<file path="src/rtl/cam_capture_ctrl.sv">
// Frame capture controller: sequences whole camera frames into a ping-pong frame
// store, checks frame geometry, and hands finished buffers to a single reader.
module cam_capture_ctrl #(
    parameter int PIXEL_WIDTH = 8,
    parameter int H_ACTIVE    = 640,
    parameter int V_ACTIVE    = 480,
    parameter int ADDR_WIDTH  = 19
) (
    input  logic                     CLK,
    input  logic                     RST_N,
    input  logic                     iSTART,
    input  logic                     iSINGLE,
    input  logic                     iSTOP,
    input  logic                     iERR_CLR,
    input  logic                     iVSYNC,
    input  logic                     iHSYNC,
    input  logic                     iDE,
    input  logic [PIXEL_WIDTH-1:0]   iDATA_L,
    input  logic [PIXEL_WIDTH-1:0]   iDATA_R,
    input  logic                     iBUF_RELEASE,
    output logic                     oWR_EN,
    output logic                     oWR_BUF,
    output logic [ADDR_WIDTH-1:0]    oWR_ADDR,
    output logic [2*PIXEL_WIDTH-1:0] oWR_DATA,
    output logic                     oFRAME_DONE,
    output logic                     oRD_VALID,
    output logic                     oRD_BUF,
    output logic                     oBUSY,
    output logic                     oERR_SIZE,
    output logic [7:0]               oDROP_CNT
);

    localparam int PX_W = $clog2(H_ACTIVE + 1);
    localparam int LN_W = $clog2(V_ACTIVE + 2);
    localparam logic [PX_W-1:0] PX_MAX = PX_W'(H_ACTIVE);
    localparam logic [LN_W-1:0] LN_MAX = LN_W'(V_ACTIVE);
    localparam logic [LN_W-1:0] LN_SAT = LN_W'(V_ACTIVE + 1);

    typedef enum logic [1:0] {IDLE, WAIT_VS, CAPTURE} state_t;

    state_t                   r_state;
    logic                     r_single;
    logic                     r_stop_req;
    logic                     r_vs_d;
    logic                     r_hs_d;
    logic [1:0]               r_full;
    logic                     r_rd_buf;
    logic                     r_last_wr;
    logic                     r_wr_buf;
    logic [PX_W-1:0]          r_px;
    logic [LN_W-1:0]          r_ln;
    logic [ADDR_WIDTH-1:0]    r_addr;
    logic                     r_line_bad;
    logic                     r_wr_en;
    logic                     r_wr_buf_o;
    logic [ADDR_WIDTH-1:0]    r_wr_addr;
    logic [2*PIXEL_WIDTH-1:0] r_wr_data;
    logic                     r_frame_done;
    logic                     r_err;
    logic [7:0]               r_drop_cnt;

    logic                     w_vs_rise;
    logic                     w_vs_fall;
    logic                     w_hs_fall;
    logic                     w_rd_valid;
    logic                     w_release;
    logic                     w_alt_buf;
    logic                     w_buf_free;
    logic                     w_new_buf;
    logic                     w_px_ok;
    logic                     w_ln_ok;
    logic                     w_line_open;
    logic [LN_W-1:0]          w_ln_inc;
    logic [LN_W-1:0]          w_ln_eof;
    logic                     w_bad_eof;
    logic                     w_eof;
    logic                     w_good;
    logic [1:0]               w_full_next;
    logic                     w_rd_buf_next;

    assign w_vs_rise   = iVSYNC & ~r_vs_d;
    assign w_vs_fall   = ~iVSYNC & r_vs_d;
    assign w_hs_fall   = ~iHSYNC & r_hs_d;
    assign w_rd_valid  = r_full[r_rd_buf];
    assign w_release   = iBUF_RELEASE & w_rd_valid;

    // Prefer the buffer not written last so the reader always sees the newest frame.
    assign w_alt_buf   = ~r_last_wr;
    assign w_buf_free  = ~r_full[w_alt_buf] | ~r_full[r_last_wr];
    assign w_new_buf   = ~r_full[w_alt_buf] ? w_alt_buf : r_last_wr;

    assign w_px_ok     = (r_px < PX_MAX);
    assign w_ln_ok     = (r_ln < LN_MAX);
    assign w_line_open = (r_px != '0);
    assign w_ln_inc    = (r_ln == LN_SAT) ? r_ln : r_ln + 1'b1;

    // A last line that never saw an HSYNC fall is closed out by the VSYNC fall.
    assign w_ln_eof    = w_line_open ? w_ln_inc : r_ln;
    assign w_bad_eof   = r_line_bad | (w_line_open && (r_px != PX_MAX));
    assign w_eof       = (r_state == CAPTURE) && w_vs_fall;
    assign w_good      = w_eof && (w_ln_eof == LN_MAX) && !w_bad_eof;

    always_comb begin
        // NOTE: every signal written here gets a default first, so no path infers a latch.
        w_full_next   = r_full;
        w_rd_buf_next = r_rd_buf;
        if (w_release) begin
            w_full_next[r_rd_buf] = 1'b0;
        end
        if (w_good) begin
            w_full_next[r_wr_buf] = 1'b1;
        end
        if (w_release) begin
            if (w_full_next[~r_rd_buf]) begin
                w_rd_buf_next = ~r_rd_buf;
            end
        end else if (w_good && !w_rd_valid) begin
            w_rd_buf_next = r_wr_buf;
        end
    end

    // NOTE: all state below uses non-blocking assignments so every register samples pre-edge values.
    always_ff @(posedge CLK or negedge RST_N) begin
        if (!RST_N) begin
            r_state      <= IDLE;
            r_single     <= 1'b0;
            r_stop_req   <= 1'b0;
            r_vs_d       <= 1'b0;
            r_hs_d       <= 1'b0;
            r_full       <= 2'b00;
            r_rd_buf     <= 1'b0;
            r_last_wr    <= 1'b1;
            r_wr_buf     <= 1'b0;
            r_px         <= '0;
            r_ln         <= '0;
            r_addr       <= '0;
            r_line_bad   <= 1'b0;
            r_wr_en      <= 1'b0;
            r_wr_buf_o   <= 1'b0;
            r_wr_addr    <= '0;
            r_wr_data    <= '0;
            r_frame_done <= 1'b0;
            r_err        <= 1'b0;
            r_drop_cnt   <= 8'd0;
        end else begin
            r_vs_d       <= iVSYNC;
            r_hs_d       <= iHSYNC;
            r_wr_en      <= 1'b0;
            r_frame_done <= w_good;
            r_full       <= w_full_next;
            r_rd_buf     <= w_rd_buf_next;
            if (w_good) begin
                r_last_wr <= r_wr_buf;
            end
            if (w_eof && !w_good) begin
                r_err <= 1'b1;
            end else if (iERR_CLR) begin
                r_err <= 1'b0;
            end

            case (r_state)
                IDLE: begin
                    if (iSTOP) begin
                        r_state <= IDLE;
                    end else if (iSTART) begin
                        r_single <= 1'b0;
                        r_state  <= WAIT_VS;
                    end else if (iSINGLE) begin
                        r_single <= 1'b1;
                        r_state  <= WAIT_VS;
                    end
                end

                WAIT_VS: begin
                    if (iSTOP) begin
                        r_state <= IDLE;
                    end else if (w_vs_rise) begin
                        if (w_buf_free) begin
                            r_wr_buf   <= w_new_buf;
                            r_ln       <= '0;
                            r_line_bad <= 1'b0;
                            r_stop_req <= 1'b0;
                            r_state    <= CAPTURE;
                            if (iDE) begin
                                r_wr_en    <= 1'b1;
                                r_wr_buf_o <= w_new_buf;
                                r_wr_addr  <= '0;
                                r_wr_data  <= {iDATA_L, iDATA_R};
                                r_px       <= PX_W'(1);
                                r_addr     <= ADDR_WIDTH'(1);
                            end else begin
                                r_px   <= '0;
                                r_addr <= '0;
                            end
                        end else if (r_drop_cnt != 8'hFF) begin
                            r_drop_cnt <= r_drop_cnt + 8'd1;
                        end
                    end
                end

                CAPTURE: begin
                    if (iSTOP) begin
                        r_stop_req <= 1'b1;
                    end
                    if (w_vs_fall) begin
                        r_state <= (r_single || r_stop_req || iSTOP) ? IDLE : WAIT_VS;
                    end else begin
                        if (iDE) begin
                            if (w_px_ok && w_ln_ok) begin
                                r_wr_en    <= 1'b1;
                                r_wr_buf_o <= r_wr_buf;
                                r_wr_addr  <= r_addr;
                                r_wr_data  <= {iDATA_L, iDATA_R};
                                r_addr     <= r_addr + 1'b1;
                            end else begin
                                r_line_bad <= 1'b1;
                            end
                        end
                        if (w_hs_fall && w_line_open) begin
                            if (r_px != PX_MAX) begin
                                r_line_bad <= 1'b1;
                            end
                            r_ln <= w_ln_inc;
                            r_px <= '0;
                        end else if (iDE && w_px_ok && w_ln_ok) begin
                            r_px <= r_px + 1'b1;
                        end
                    end
                end

                default: r_state <= IDLE;
            endcase
        end
    end

    assign oWR_EN      = r_wr_en;
    assign oWR_BUF     = r_wr_buf_o;
    assign oWR_ADDR    = r_wr_addr;
    assign oWR_DATA    = r_wr_data;
    assign oFRAME_DONE = r_frame_done;
    assign oRD_VALID   = w_rd_valid;
    assign oRD_BUF     = r_rd_buf;
    assign oBUSY       = (r_state != IDLE);
    assign oERR_SIZE   = r_err;
    assign oDROP_CNT   = r_drop_cnt;

endmodule
</file>
<file path="config.mk">
export PLATFORM = sky130hd
export DESIGN_NAME = cam_capture_ctrl
export DESIGN_NICKNAME = d
export VERILOG_FILES = /design/src/rtl/cam_capture_ctrl.sv
export SDC_FILE = /design/constraint.sdc
export NUM_CORES = 1
export LEC_CHECK = 0
export CORE_AREA = 2 2 106 108
export DETAILED_ROUTE_END_ITERATION = 7
export DIE_AREA = 0 0 108 110
export HOLD_SLACK_MARGIN = 0.08
export PLACE_DENSITY_LB_ADDON = 0.2
export SYNTH_ARGS = -nofsm -noshare
export SYNTH_HDL_FRONTEND = slang
export SYNTH_SLANG_ARGS = --single-unit
</file>
<file path="constraint.sdc">
create_clock -name CLK -period 2.72 [get_ports CLK]
set_input_delay 0.408 -clock CLK [delete_from_list [all_inputs] [get_ports CLK]]
set_output_delay 0.408 -clock CLK [all_outputs]
set_load 0.01 [all_outputs]
</file>
== Yosys cells after proc, flatten, opt, wreduce, memory -nomap -nowiden ==
Index checks and enable logic that the tools add are counted.
Word-level totals
  input port bits: 26
  word-level logic and storage cells: 205
  bits in registers: 97
  output and inout bits: 50
Operators by class
  add/sub/neg operators: 4
  reductions and logical operators: 35
  equality and inequality tests: 21
  bitwise operators: 18
  $lt $le $gt $ge: 9
  muxes and demuxes: 98
Operators by type and width (number)
  two-way mux 19 bit: 13
  two-way mux 16 bit: 7
  one-hot mux 19 bit (2 select lines): 2
  two-way mux 9 bit: 7
  two-way mux 10 bit: 6
  two-way mux 1 bit: 44
  one-hot mux 16 bit (2 select lines): 1
  one-hot mux 10 bit (2 select lines): 1
  adder 19 x 1 -> 19 bit (second input constant): 1
  equality test 9 bit (second input constant): 2
  two-way mux 2 bit: 9
  one-hot mux 9 bit (2 select lines): 1
  inequality test 2 bit (second input constant): 8
  AND reduction 5 bit: 3
  logical AND 1 bit: 12
  AND reduction 6 bit: 2
  adder 10 x 1 -> 10 bit (second input constant): 1
  < comparator 1 x 2 -> 1 bit (second input constant): 5
  < comparator 10 bit (second input constant): 1
  inequality test 10 bit (second input constant): 1
  nonzero test 10 bit: 1
  nonzero test 2 bit: 5
  adder 9 x 1 -> 9 bit (second input constant): 1
  < comparator 9 bit (second input constant): 1
  other kinds (26): 50

== Depth between registers and ports, before layout ==
  depth in word-level cells: 13
  mapped depth: 12
  mapped depth without buffers: 9

== Least setup slack after synthesis ==
No wires, ideal clock.
  kind: flip-flop to flip-flop
  start: register r_state[0]
  end: register r_wr_data[10], in the netlist oWR_DATA[10]
  stages on the path, launching flop included: 12
  data arrival time: 2.329 ns
  clock period less this slack: 2.454 ns
  slack: 0.266 ns
  required time: 2.595 ns
  setup time: 0.125 ns
  buffers on the path: 4
  cell sequence: dfrtp_1 inv_1 ha_1 buf_2 clkinv_1 nor2_1 or4_1 buf_2 a21o_1 buf_6 buf_6 mux2_4
Between the ends
  longest elaborated chain between the ends: 3
  elaborated cells between the ends (all ways): 12
  classes of those cells: eq/ne (9); mux (1); reduce/logical (2)
RTL lines
  from (decl): line 41  | state_t r_state;
  from (signal assigned): line 206  | r_state <= (r_single || r_stop_req || iSTOP) ? IDLE : WAIT_VS;
  equality test 2 x 1 -> 1 bit or equality test 2 bit (tied branches): line 161  | case (r_state)
  inequality test 2 bit (no line), or another cell as far along
  AND reduction 8 bit (no line)
  to (signal assigned): line 188  | r_wr_data <= {iDATA_L, iDATA_R};
  to (signal assigned): line 213  | r_wr_data <= {iDATA_L, iDATA_R};
  to (decl): line 57  | logic [2*PIXEL_WIDTH-1:0] r_wr_data;
Parallel ways exist; a longest one is shown, timed or not.
A chain may end at the register's enable or synchronous reset.

== Worst setup path in the final report ==
  start: register r_state[0]
  end: register r_wr_addr[18], in the netlist oWR_ADDR[18]
Between the ends
  longest elaborated chain between the ends: 3
  elaborated cells between the ends (all ways): 12
  classes of those cells: eq/ne (9); mux (1); reduce/logical (2)
RTL lines
  equality test 2 x 1 -> 1 bit or equality test 2 bit (tied branches): line 161
  inequality test 2 bit (no line), or another cell as far along
  AND reduction 8 bit (no line)
  to (signal assigned): line 212  | r_wr_addr <= r_addr;
  to (decl): line 56  | logic [ADDR_WIDTH-1:0] r_wr_addr;
Parallel ways exist; a longest one is shown, timed or not.

==> reports/metrics.yaml <==
p_leak_nw: 2.50
first_iter_violations: 103
maxSlewViolCount: 0
postSynthCellCount: 489
synth.yosys.seq_area_share_pct: 51.2
synth-simple-area-share_pct: 19.8
ys_types: 49
cts.clk_slew.worst_paths_ns: 0.10
start_util_pct: 44.3
synth_seq_cells: 97
yosys.area.top_type_share_pct: 50.7
fin_skew_ns: 0.0171
hpwlAfterDp_mm: 7.30
htree_levels: 3
syn_nets: 525
hp-class: "reg -> reg"
required_ns: 2.96
synth_xor_xnor_area_share_pct: 5.54
rr_startpoint: "r_state[0]$_DFFE_PN0P_"
synth_top_family_by_area: "simple AND/OR/NAND/NOR gates"
worstPathArrival_ns: 2.72
drive_gt1_share_pct: 11.5
synth_adder_area_share_pct: 2.64
wl_met3_um: 380
p_per_area_nw_per_um2: 786
cts_max_path_buffers: 2
grt_pass1_wl_mm: 17.5
wl_met1_mm: 5.02
finalSetupViolations: 0
tritoncts: "built"
finalWirelength_mm: 10.2
synth_edf_count: 0
cts_setup_buffers: 0
num_rows: 38
core_um2: 10700
place_inst: 706
path_class: "reg -> reg"
clock_latency_ns: 0.37
synth_area_um2: 4740
synthArstFlopShare_pct: 100
post-route-drc-count: 0
muxShareOfSynthArea_pct: 5.75
grt_max_degree: 53
diodes: 0
end_kind: "flip-flop"
synth_common_cells: "dfrtp_1, nand2_1, o21ai_0"
finalCritPeriodShare_pct: 91.3
slew-limit-headroom_pct: 53.6
antenna_found_initial: 0
synth_area_leaders: "dfrtp_1, nand2_1, xnor2_1"
outcome: "finished, final reports clean"
setup-tns-final_ns: 0
drtAntennaViolNets: 0
synth_compound_gate_area_share_pct: 10.9
synth_area_leader_cell: "dfrtp_1"
synth.avg_cell_area_um2: 9.70
p_total_mw: 4.70
postLayoutCoreUtil_pct: 55.9
cap_violations: 0
die_y_um: 110
drtPass1Iterations: 4
cts.sinks: 97
finalHoldViolations: 0
final_area_um2: 5980
die_x_um: 108
cts-root-buf: "clkbuf_8"
portBuffers: 75
area_delta_synth_final_pct: 26.2
yosys_warnings: 0
grt_use_total_pct: 18.5
layout.cells.non_filler: 723
min_period_ns: 2.48
die-area_um2: 11900
startpoint: "r_state[0]$_DFFE_PN0P_"
gp_congestion: 0.809
nets: 614
vias: 3798
top_layer: "met4"
numCtsBuffers: 9
wl_met2_mm: 4.58
rsz0062_at_grt: "false"
yosysMostFrequentCell: "dfrtp_1"
viasPerCell: 5.25
path_max_fanout: 26
hold_start: "oWR_ADDR[15]$_DFFE_PN0P_"
rrSetupSlack_ns: 0.24
grt_overflow: 0
tightest_slew_ns: 0.696
max_freq_ghz: 0.403
dpl_cell_area_um2: 5760
ir_drop_uv: 392
synth_ff_type: "dfrtp_1"
ios: 76
grt_pass1_vias: 3749
start_kind: "flip-flop"
post_drt_wl_per_cell_um: 14.1
-- repair_timing --
item,CTS,global route
gates resized for setup,0,1
setup endpoints to repair,0,4
hold buffers,1,0
hold endpoints to repair,45,0
-- metrics by stage --
| step | hold WS (ns) | setup WS (ns) |
|---|---|---|
| 2_1_floorplan | 0.112 | 0.266 |
| 3_3_place_gp | 0.454 | -0.0101 |
| 4_1_cts | 0.488 | 0.110 |
| 3_5_place_dp | 0.455 | -0.0417 |
| 6_report | 0.482 | 0.236 |
| 5_1_grt | 0.489 | 0.0812 |
-- layout by cell type (no fill, tap or decap), types with 7 or more instances in the layout --
cell type and n:
a21oi_1 11, and3_1 7, buf_4 21, clkbuf_8 10, clkdlybuf4s50_1 74, dfrtp_1 96
ha_1 10, inv_1 23, mux2_2 10, mux2_4 10, nand2_1 73, nand3_1 24
nand4_1 8, nor2_1 42, nor3_1 11, nor4_1 14, o21ai_0 45, xnor2_1 26
-- area by class of cell --
cell class | count | area (um^2)
tap | 140 | 175
sequential | 97 | 2430
clock buffer | 10 | 138
multi-input combinational | 348 | 2130
inverter | 24 | 90.1
timing repair buffer | 98 | 948
clock inverter | 6 | 73.8
fill | 976 | 4710
-- power by group --
part / switching (mW) / internal, mW
clock: 0.535 / 0.462
sequential: 0.154 / 1.67
combinational: 0.963 / 0.925
total: 1.65 / 3.05
-- sequential cells by signal, indices dropped and copies added, names as in the netlist, 2 cells and up --
name,flops
oDROP_CNT,8
oWR_ADDR,19
oWR_DATA,16
r_addr,19
r_full,2
r_ln,9
r_px,10
r_state,2
-- worst paths after layout --
| kind | depth (start not counted) | end |
|---|---|---|
| min in group asynchronous | 2 | r_ln[2]$_DFFE_PN0P_ |
| max in group asynchronous | 3 | r_last_wr$_DFFE_PN1P_ |
| max | 8 | oWR_ADDR[18]$_DFFE_PN0P_ |
| min reg2reg | 2 | oWR_ADDR[15]$_DFFE_PN0P_ |
| max reg2reg | 8 | oWR_ADDR[18]$_DFFE_PN0P_ |
| min | 2 | oWR_ADDR[15]$_DFFE_PN0P_ |
-- critical path, stage by stage (launching register included) --
cell     delay (ns)
dfrtp_1        0.39
inv_1          0.09
ha_1           0.31
inv_1          0.12
or4_1          0.57
a21o_2         0.45
buf_4          0.26
nand2_1        0.07
o21ai_0        0.09
-- kinds of logic (layout without fill, tap and decap cells) --
logic type,after synthesis,after routing
buffers and inverters,44,138
adder cells (fa/ha/maj),10,10
XOR/XNOR,30,30
flip-flops,97,97
multiplexers,21,21
AND/OR/NAND/NOR,201,201
AO/OA/AOI/OAI,86,86
-- metal layers --
layer | up-vias | GRT usage, %
met5 | - | 0
met4 | 0 | 6.87
met3 | 15 | 3.00
met2 | 80 | 29.9
met1 | 1826 | 25.4
li1 | 1877 | -
Power figures use the tool's default switching activity.
